==> src/rtl/step_phase_mon.sv <==
// Receive-side monitor for the four-phase one-hot step strobes. It acquires lock on a clean
// 1->2->3->4 rotation, then drives per-stage enables and tracks rounds and protocol errors.
module step_phase_mon #(
  parameter int LOCK_CYCLES = 4,
  parameter int CNT_W       = 16
) (
  input  logic             clk,
  input  logic             rst_n,
  input  logic             step1,
  input  logic             step2,
  input  logic             step3,
  input  logic             step4,
  input  logic             err_clr,
  output logic             locked,
  output logic             fetch_en,
  output logic             decode_en,
  output logic             exec_en,
  output logic             wb_en,
  output logic [1:0]       phase,
  output logic             err_sticky,
  output logic [CNT_W-1:0] err_cnt,
  output logic [CNT_W-1:0] round_cnt
);

  localparam int GOOD_W = $clog2(LOCK_CYCLES + 1);

  typedef enum logic [1:0] {
    HUNT = 2'd0,
    ACQ  = 2'd1,
    LOCK = 2'd2
  } state_t;

  state_t             r_state;
  logic [GOOD_W-1:0]  r_good;
  logic               r_locked;
  logic [3:0]         r_en;
  logic [1:0]         r_phase;
  logic               r_err_sticky;
  logic [CNT_W-1:0]   r_err_cnt;
  logic [CNT_W-1:0]   r_round_cnt;

  logic [3:0]         w_steps;
  logic               w_valid;
  logic [1:0]         w_idx;
  logic [1:0]         w_exp;
  logic               w_in_order;
  logic               w_err_evt;

  assign w_steps = {step4, step3, step2, step1};
  assign w_valid = (w_steps != 4'd0) && ((w_steps & (w_steps - 4'd1)) == 4'd0);
  assign w_exp   = r_phase + 2'd1;

  // NOTE: every variable assigned in always_comb gets a default first, so no latch is inferred.
  always_comb begin
    w_idx = 2'd0;
    case (w_steps)
      4'b0010: w_idx = 2'd1;
      4'b0100: w_idx = 2'd2;
      4'b1000: w_idx = 2'd3;
      default: w_idx = 2'd0;
    endcase
  end

  assign w_in_order = w_valid && (w_idx == w_exp);
  // Anything short of the next in-order phase while locked is a protocol violation.
  assign w_err_evt  = (r_state == LOCK) && !w_in_order;

  // NOTE: sequential state uses non-blocking assignments so every register samples pre-edge values.
  always_ff @(posedge clk or negedge rst_n) begin
    if (!rst_n) begin
      r_state      <= HUNT;
      r_good       <= '0;
      r_locked     <= 1'b0;
      r_en         <= 4'd0;
      r_phase      <= 2'd0;
      r_err_sticky <= 1'b0;
      r_err_cnt    <= '0;
      r_round_cnt  <= '0;
    end else begin
      r_en <= 4'd0;
      if (w_valid) r_phase <= w_idx;

      case (r_state)
        HUNT: begin
          if (w_valid) begin
            r_state <= ACQ;
            r_good  <= GOOD_W'(1);
          end
        end
        ACQ: begin
          if (w_in_order) begin
            r_good <= r_good + GOOD_W'(1);
            if (r_good == GOOD_W'(LOCK_CYCLES - 1)) begin
              r_state  <= LOCK;
              r_locked <= 1'b1;
            end
          end else begin
            r_state <= HUNT;
            r_good  <= '0;
          end
        end
        LOCK: begin
          if (w_in_order) begin
            r_en <= 4'd1 << w_idx;
            if (w_idx == 2'd3) r_round_cnt <= r_round_cnt + CNT_W'(1);
          end else begin
            r_state  <= HUNT;
            r_good   <= '0;
            r_locked <= 1'b0;
          end
        end
        default: begin
          r_state  <= HUNT;
          r_good   <= '0;
          r_locked <= 1'b0;
        end
      endcase

      // A violation coinciding with err_clr is counted on top of the clear.
      if (w_err_evt) begin
        r_err_sticky <= 1'b1;
        if (err_clr)              r_err_cnt <= CNT_W'(1);
        else if (r_err_cnt != '1) r_err_cnt <= r_err_cnt + CNT_W'(1);
      end else if (err_clr) begin
        r_err_sticky <= 1'b0;
        r_err_cnt    <= '0;
      end
    end
  end

  assign locked     = r_locked;
  assign fetch_en   = r_en[0];
  assign decode_en  = r_en[1];
  assign exec_en    = r_en[2];
  assign wb_en      = r_en[3];
  assign phase      = r_phase;
  assign err_sticky = r_err_sticky;
  assign err_cnt    = r_err_cnt;
  assign round_cnt  = r_round_cnt;

endmodule
==> config.mk <==
export PLATFORM = sky130hd
export DESIGN_NAME = step_phase_mon
export DESIGN_NICKNAME = d
export VERILOG_FILES = /design/src/rtl/step_phase_mon.sv
export SDC_FILE = /design/constraint.sdc
export NUM_CORES = 1
export LEC_CHECK = 0
export BUFFER_PORTS_ARGS = -buffer_cell sky130_fd_sc_hd__buf_2
export CORE_MARGIN = 2
export CORE_UTILIZATION = 60
export CTS_BUF_LIST = sky130_fd_sc_hd__clkbuf_2 sky130_fd_sc_hd__clkbuf_4 sky130_fd_sc_hd__clkbuf_8
export DETAILED_ROUTE_END_ITERATION = 8
export PLACE_DENSITY = 0.86
export SLEW_MARGIN = 30
export SYNTH_ARGS = -nofsm -noshare
export SYNTH_HDL_FRONTEND = slang
export SYNTH_SLANG_ARGS = --single-unit
==> constraint.sdc <==
create_clock -name clk -period 5.86 [get_ports clk]
set_clock_uncertainty 0.15 [all_clocks]
set_input_delay 1.758 -clock clk [delete_from_list [all_inputs] [get_ports clk]]
set_output_delay 1.758 -clock clk [all_outputs]
set_load 0.01 [all_outputs]
==> qor.yml, run 1 <==
pin_count: 47
hold_path.class: "reg -> reg"
netlist_instances: 244
drt_iter0_drc: 183
cellLeakagePower_nw: 1.29
rsz0062_at_grt: "false"
yosysMostFrequentCell: "dfrtp_1"
relSlewSlack_pct: 58.9
cp_top_family: "simple AND/OR/NAND/NOR gates"
cpPeakStageDelay_ps: 510
viasPerCell: 6.07
cts_resized: 0
synthArstFlopShare_pct: 100
finalCritPeriodShare_pct: 62.1
hold_viol: 0
synth.net_count: 255
cts_tree: "built"
route.detailed.drc: 0
switching_share_pct: 22.8
maxCapViolations: 0
cp_slowest_cell: "nor4b_1"
yosysWarnings: 0
synth-main-ff-cell: "dfrtp_1"
cp_cell_sequence: "buf_2, or2_0, a21o_1, nand3_1, nor4b_1, mux2_2"
netlist.area_leader.share_pct: 47.1
vias: 2040
grt_first_pass_wirelength_um: 8960
antenna_left: 0
comb_power_share_pct: 7.4
arrival_ps: 3680
dp.cells: 328
fin_nets: 298
cts_sinks: 45
worst_hold_slack_ps: 329
p_clk_share_pct: 39.8
ir_drop_mv: 0.183
clock_latency_ps: 300
tightestPinTransition_ps: 610
synth_cell_types: 50
drt-total-wl_um: 5050
drt_first_pass_iters: 4
rows: 22
syn_to_final_growth_pct: 15.6
die_area_mm2: 0.00451
final_cells: 336
synth_edf_count: 0
yosysTopAreaCell: "dfrtp_1"
htree_num_levels: 2
ys_seq_area_share_pct: 47.1
antenna_found_initial: 0
critPathCaptureType: "flop"
p_int_w: 0.000478
pwr_density_cell_mw_per_mm2: 224
place_ws_ps: 1960
gp_congestion: 0.847
setup_tns_ps: 0
status: "finished, final reports clean"
diodes: 0
cp_max_fo: 13
initial_core_util_pct: 63.9
maxSlewViolCount: 0
post-route-min-period_ps: 3640
routedWlPerCell_um: 15.0
port-buffer-count: 46
hpwl_um: 3490
switchingPower_w: 0.000141
overflow: 0
p_seq_share_pct: 52.8
yosys_register_bits: 45
numCtsBuffers: 5
syn_avg_cell_area_um2: 9.80
setup_viol: 0
core_area_mm2: 0.00374
drive_above_1_share_pct: 22.6
crit_type: "in -> reg"
grt_max_degree: 46
totalPowerFinal_w: 0.000619
synth_area_mm2: 0.00239
cts_setup_buffers: 0
holdBufCountCts: 0
cts-root-buf: "clkbuf_8"
clockBufferDepth: 2
n_fill_cell: 269
die_y_um: 67.1
fp.dieW_um: 67.1
grt_pass1_vias: 1905
ys_top_cells_by_area: "dfrtp_1, a21oi_1, xnor2_1, nand3_1, nand2_1"
synth_common_cells: "dfrtp_1, a21oi_1, nand2_1"
max_freq_mhz: 275
cp_num_buf_inv: 1
worst_slack_ps: 2220
track_usage_pct: 26.3
start_kind: "input pin"
cp.required_ps: 5900
clk_pin_slew_ps: 80
flip-flops by register name, summed over array words and instances, names as in the netlist:
signal,cells
locked,1
phase,2
err_cnt,16
round_cnt,16
err_sticky,1
r_en,4
r_state,2
r_good,3
worst reg2reg max path, cell delays in order (launching register included):
cell,delay [ps]
dfrtp_1,480
nor2b_1,460
nand3_1,450
nor4b_1,510
mux2_2,390
cell type report:
| class | instances | area, um2 | share of cell area [%] |
|---|---|---|---|
| inverters | 6 | 22.5 | 0.815 |
| multi-input cells | 182 | 1190 | 43.2 |
| repair buffers | 47 | 240 | 8.69 |
| well taps | 48 | 60.1 | 2.17 |
| clock inverters | 1 | 30.0 | 1.09 |
| flip-flops and latches | 45 | 1130 | 40.7 |
| clock buffers | 7 | 90.1 | 3.26 |
path summary, 6_finish.rpt:
kind                                      startpoint                   endpoint  slack (ps)  cells past startpoint
setup / recovery                               step4     err_cnt[8]$_DFFE_PN0P_        2220                      6
hold / removal             round_cnt[15]$_DFFE_PN0P_  round_cnt[15]$_DFFE_PN0P_         330                      1
setup reg to reg              r_state[1]$_DFFE_PN0P_     err_cnt[8]$_DFFE_PN0P_        3300                      4
hold reg to reg            round_cnt[15]$_DFFE_PN0P_  round_cnt[15]$_DFFE_PN0P_         330                      1
max in group asynchronous                      rst_n    err_cnt[11]$_DFFE_PN0P_        3900                      1
min in group asynchronous                      rst_n          r_en[0]$_DFF_PN0_        1280                      1
cell families (layout without fill, tap and decap cells):
logic type,after synthesis,after routing,share of synthesized area (%)
simple gates,105,105,26.1
compound gates,53,53,14.1
flops,45,45,47.1
buf+inv,17,61,2.93
xor+xnor,16,16,5.86
fa+ha+maj,4,4,2.09
mux,4,4,1.83
per-layer routing:
| layer | up-vias | part of all wire, % | track usage (%) |
|---|---|---|---|
| met5 | - | 0 | 0 |
| met4 | 0 | 1.3 | 8.93 |
| met3 | 10 | 6.0 | 5.74 |
| met2 | 56 | 48 | 41.1 |
| met1 | 981 | 44 | 36.3 |
| li1 | 993 | - | - |
per-stage QoR:
step | utilization, % | instance area, um2
floorplan | - | 2390
global placement | 70.6 | 2640
detailed placement | 70.6 | 2640
CTS | 73.8 | 2760
global route | 73.8 | 2760
finish | 73.8 | 2760
cells in the final DEF, fill, tap and decap left out, types with 2 or more instances in the layout:
master    synthesis  final
a21oi_1          19     19
nand3b_1          2      2
dfrtp_1          45     45
buf_4             0      2
nor3b_1           2      2
or4_1             8      8
inv_1             5      5
xor2_1            7      7
nand3_1          14     14
nor4bb_1          3      3
o21ai_0           8      8
nand4_1           9      9
nor3_1            6      6
a31oi_1           2      2
buf_2             5     45
o21a_1            2      2
clkbuf_8          0      6
nor2_1           13     13
nor4b_1           4      4
a211oi_1          3      3
and3_1            3      3
o31ai_1           8      8
nor2b_1           6      6
ha_1              4      4
nor4_1            5      5
xnor2_1           9      9
mux2_2            3      3
nand2_1          17     17
and2_1            2      2
a21o_1            2      2
nand2b_1          2      2
power by group through the flow:
stage               Combinational [W]  Clock [W]  Sequential (W)
floorplan                   0.0000283          0        0.000332
global placement            0.0000436          0        0.000332
detailed placement          0.0000449          0        0.000333
CTS                         0.0000455   0.000249        0.000327
global route                0.0000526   0.000264        0.000328
finish                      0.0000455   0.000246        0.000327
Note: power is estimated with default switching activity, not from simulation.
==> run 2, diff against run 1 <==
CORE_UTILIZATION = 57   (was 60)
PLACE_DENSITY = 0.82   (was 0.86)
clock period = 3.73 ns   (was 5.86 ns; I/O delays follow)
==> run 2 against run 1 <==
Critical path depth is the same. Non-clock buffer count stayed put. Routed wire length decreased by 8.5%. First-iteration DRC count is 33% lower. Worst hold slack got worse by 5.1 ps. Total power increased by 38%. Design area down 1.6%. Combinational power up 53%. Largest power group unchanged.
==> qor.yml, run 2 (synthesis gave the netlist of run 1 again) <==
status: "finished, final reports clean"
viasPerCell: 5.91  # -2.7%
clockBufferDepth: 2  # unchanged
clk_pin_slew_ps: 70  # about the same
cellLeakagePower_nw: 1.27  # -1.7%
fp.dieW_um: 68.8  # +2.4%
dp.cells: 330  # +0.61%
rsz0062_at_grt: "false"
holdBufCountCts: 0  # unchanged
hold_path.class: "reg -> reg"
p_clk_share_pct: 32.0  # -7.8 points
grt_max_degree: 46  # unchanged
arrival_ps: 2950  # -730 ps
core_area_mm2: 0.00403  # +7.6%
rows: 23  # +4.5%
initial_core_util_pct: 59.3  # -4.5 points
p_seq_share_pct: 59.9  # +7.1 points
die_area_mm2: 0.00473  # +4.9%
fin_nets: 298  # unchanged
setup_viol: 0  # unchanged
syn_to_final_growth_pct: 13.8
drive_above_1_share_pct: 22.0  # -0.54 points
layout_common_cells: "dfrtp_1, buf_2, a21oi_1"
cts-root-buf: "clkbuf_8"
route.detailed.drc: 0  # unchanged
hpwl_um: 3360  # -3.6%
cts_setup_buffers: 0  # unchanged
maxSlewViolCount: 0  # unchanged
antenna_left: 0  # unchanged
switchingPower_w: 0.000208  # +48%
gp_congestion: 0.859  # +1.4%
finalCritPeriodShare_pct: 78.6
rr_worst_depth: 4  # unchanged
die_y_um: 68.8  # +2.4%
n_fill_cell: 346  # +29%
grt_first_pass_wirelength_um: 7760  # -13%
final_cells: 336  # unchanged
ir_drop_mv: 0.204  # +12%
drt_iter0_drc: 123  # -33%
max_freq_mhz: 341
crit_type: "in -> reg"
clock_latency_ps: 290  # about the same
drt_first_pass_iters: 4  # unchanged
port-buffer-count: 46  # unchanged
comb_power_share_pct: 8.1  # +0.7 points
hold_viol: 0  # unchanged
diodes: 0  # unchanged
cts_resized: 0  # unchanged
p_int_w: 0.000648  # +36%
overflow: 0  # unchanged
maxCapViolations: 0  # unchanged
start_kind: "input pin"
regArea_mm2: 0.00113  # unchanged
critPathCaptureType: "flop"
cp_max_fo: 13  # unchanged
pin_count: 47  # unchanged
track_usage_pct: 21.7  # -4.6 points
antenna_found_initial: 0  # unchanged
cts_sinks: 45  # unchanged
pwr_density_cell_mw_per_mm2: 315  # +41%
vias: 1985  # -2.7%
tightestPinTransition_ps: 549  # -61.1 ps
routedWlPerCell_um: 13.8  # -8.5%
cp.required_ps: 3750  # -2150 ps
numCtsBuffers: 5  # unchanged
multi_input_area_mm2: 0.00119  # unchanged
cts_tree: "built"
drt-total-wl_um: 4620  # -8.5%
min_path_cells: 1  # unchanged
final_core_util_pct: 67.5  # -6.3 points
htree_num_levels: 2  # unchanged
grt_pass1_vias: 1686  # -11%
switching_share_pct: 24.3  # +1.5 points
post-route-min-period_ps: 2930
setup_tns_ps: 0  # unchanged
relSlewSlack_pct: 63.4  # +4.4 points
totalPowerFinal_w: 0.000856  # +38%
## run 2: changes by cell type in the layout (fill, tap and decap cells not counted), sizes merged
cell	delta
clkbuf	-2
bufinv	-1
clkinv	+1
## run 2: power groups by stage
stage               sequential, W  clock [W]  combinational [W]
CTS                      0.000513   0.000281          0.0000702
floorplan                0.000521          0          0.0000445
detailed placement       0.000522          0          0.0000703
global route             0.000515   0.000301          0.0000789
global placement         0.000522          0          0.0000687
finish                   0.000513   0.000274          0.0000695
## run 2: stage by stage
step                hold WS [ps]  setup WS, ps  area (um2)
global placement             309           580        2640
detailed placement           312           483        2650
finish                       324           799        2720
CTS                          329           790        2720
floorplan                    342           819        2390
global route                 350           687        2720
## run 2: critical path, cell delays in order
cell,delay [ps]
buf_2,170
or2_0,290
a21o_1,170
nand3_1,350
nor4b_1,470
mux2_2,380
## run 2: routing by layer
layer	track usage, %	share of wire (%)
met1	30.7	49
met2	34.3	46
met3	5.19	3.9
met4	4.41	0.80
met5	0	0
## run 2: area by class of cell
class	instances	share of cell area, %
clock inverter	1	0.184
timing repair buffer	47	8.83
clock buffer	5	2.53
inverter	6	0.828
multi-input combinational	182	43.9
tap	50	2.30
sequential	45	41.4
## run 2: final timing paths
check	slack, ps	from	to
max	800	step4	err_cnt[8]$_DFFE_PN0P_
min	320	round_cnt[15]$_DFFE_PN0P_	round_cnt[15]$_DFFE_PN0P_
max reg2reg	1200	r_state[1]$_DFFE_PN0P_	err_cnt[8]$_DFFE_PN0P_
min reg2reg	320	round_cnt[15]$_DFFE_PN0P_	round_cnt[15]$_DFFE_PN0P_
max in group asynchronous	2390	rst_n	round_cnt[13]$_DFFE_PN0P_
min in group asynchronous	670	rst_n	r_good[2]$_DFFE_PN0P_
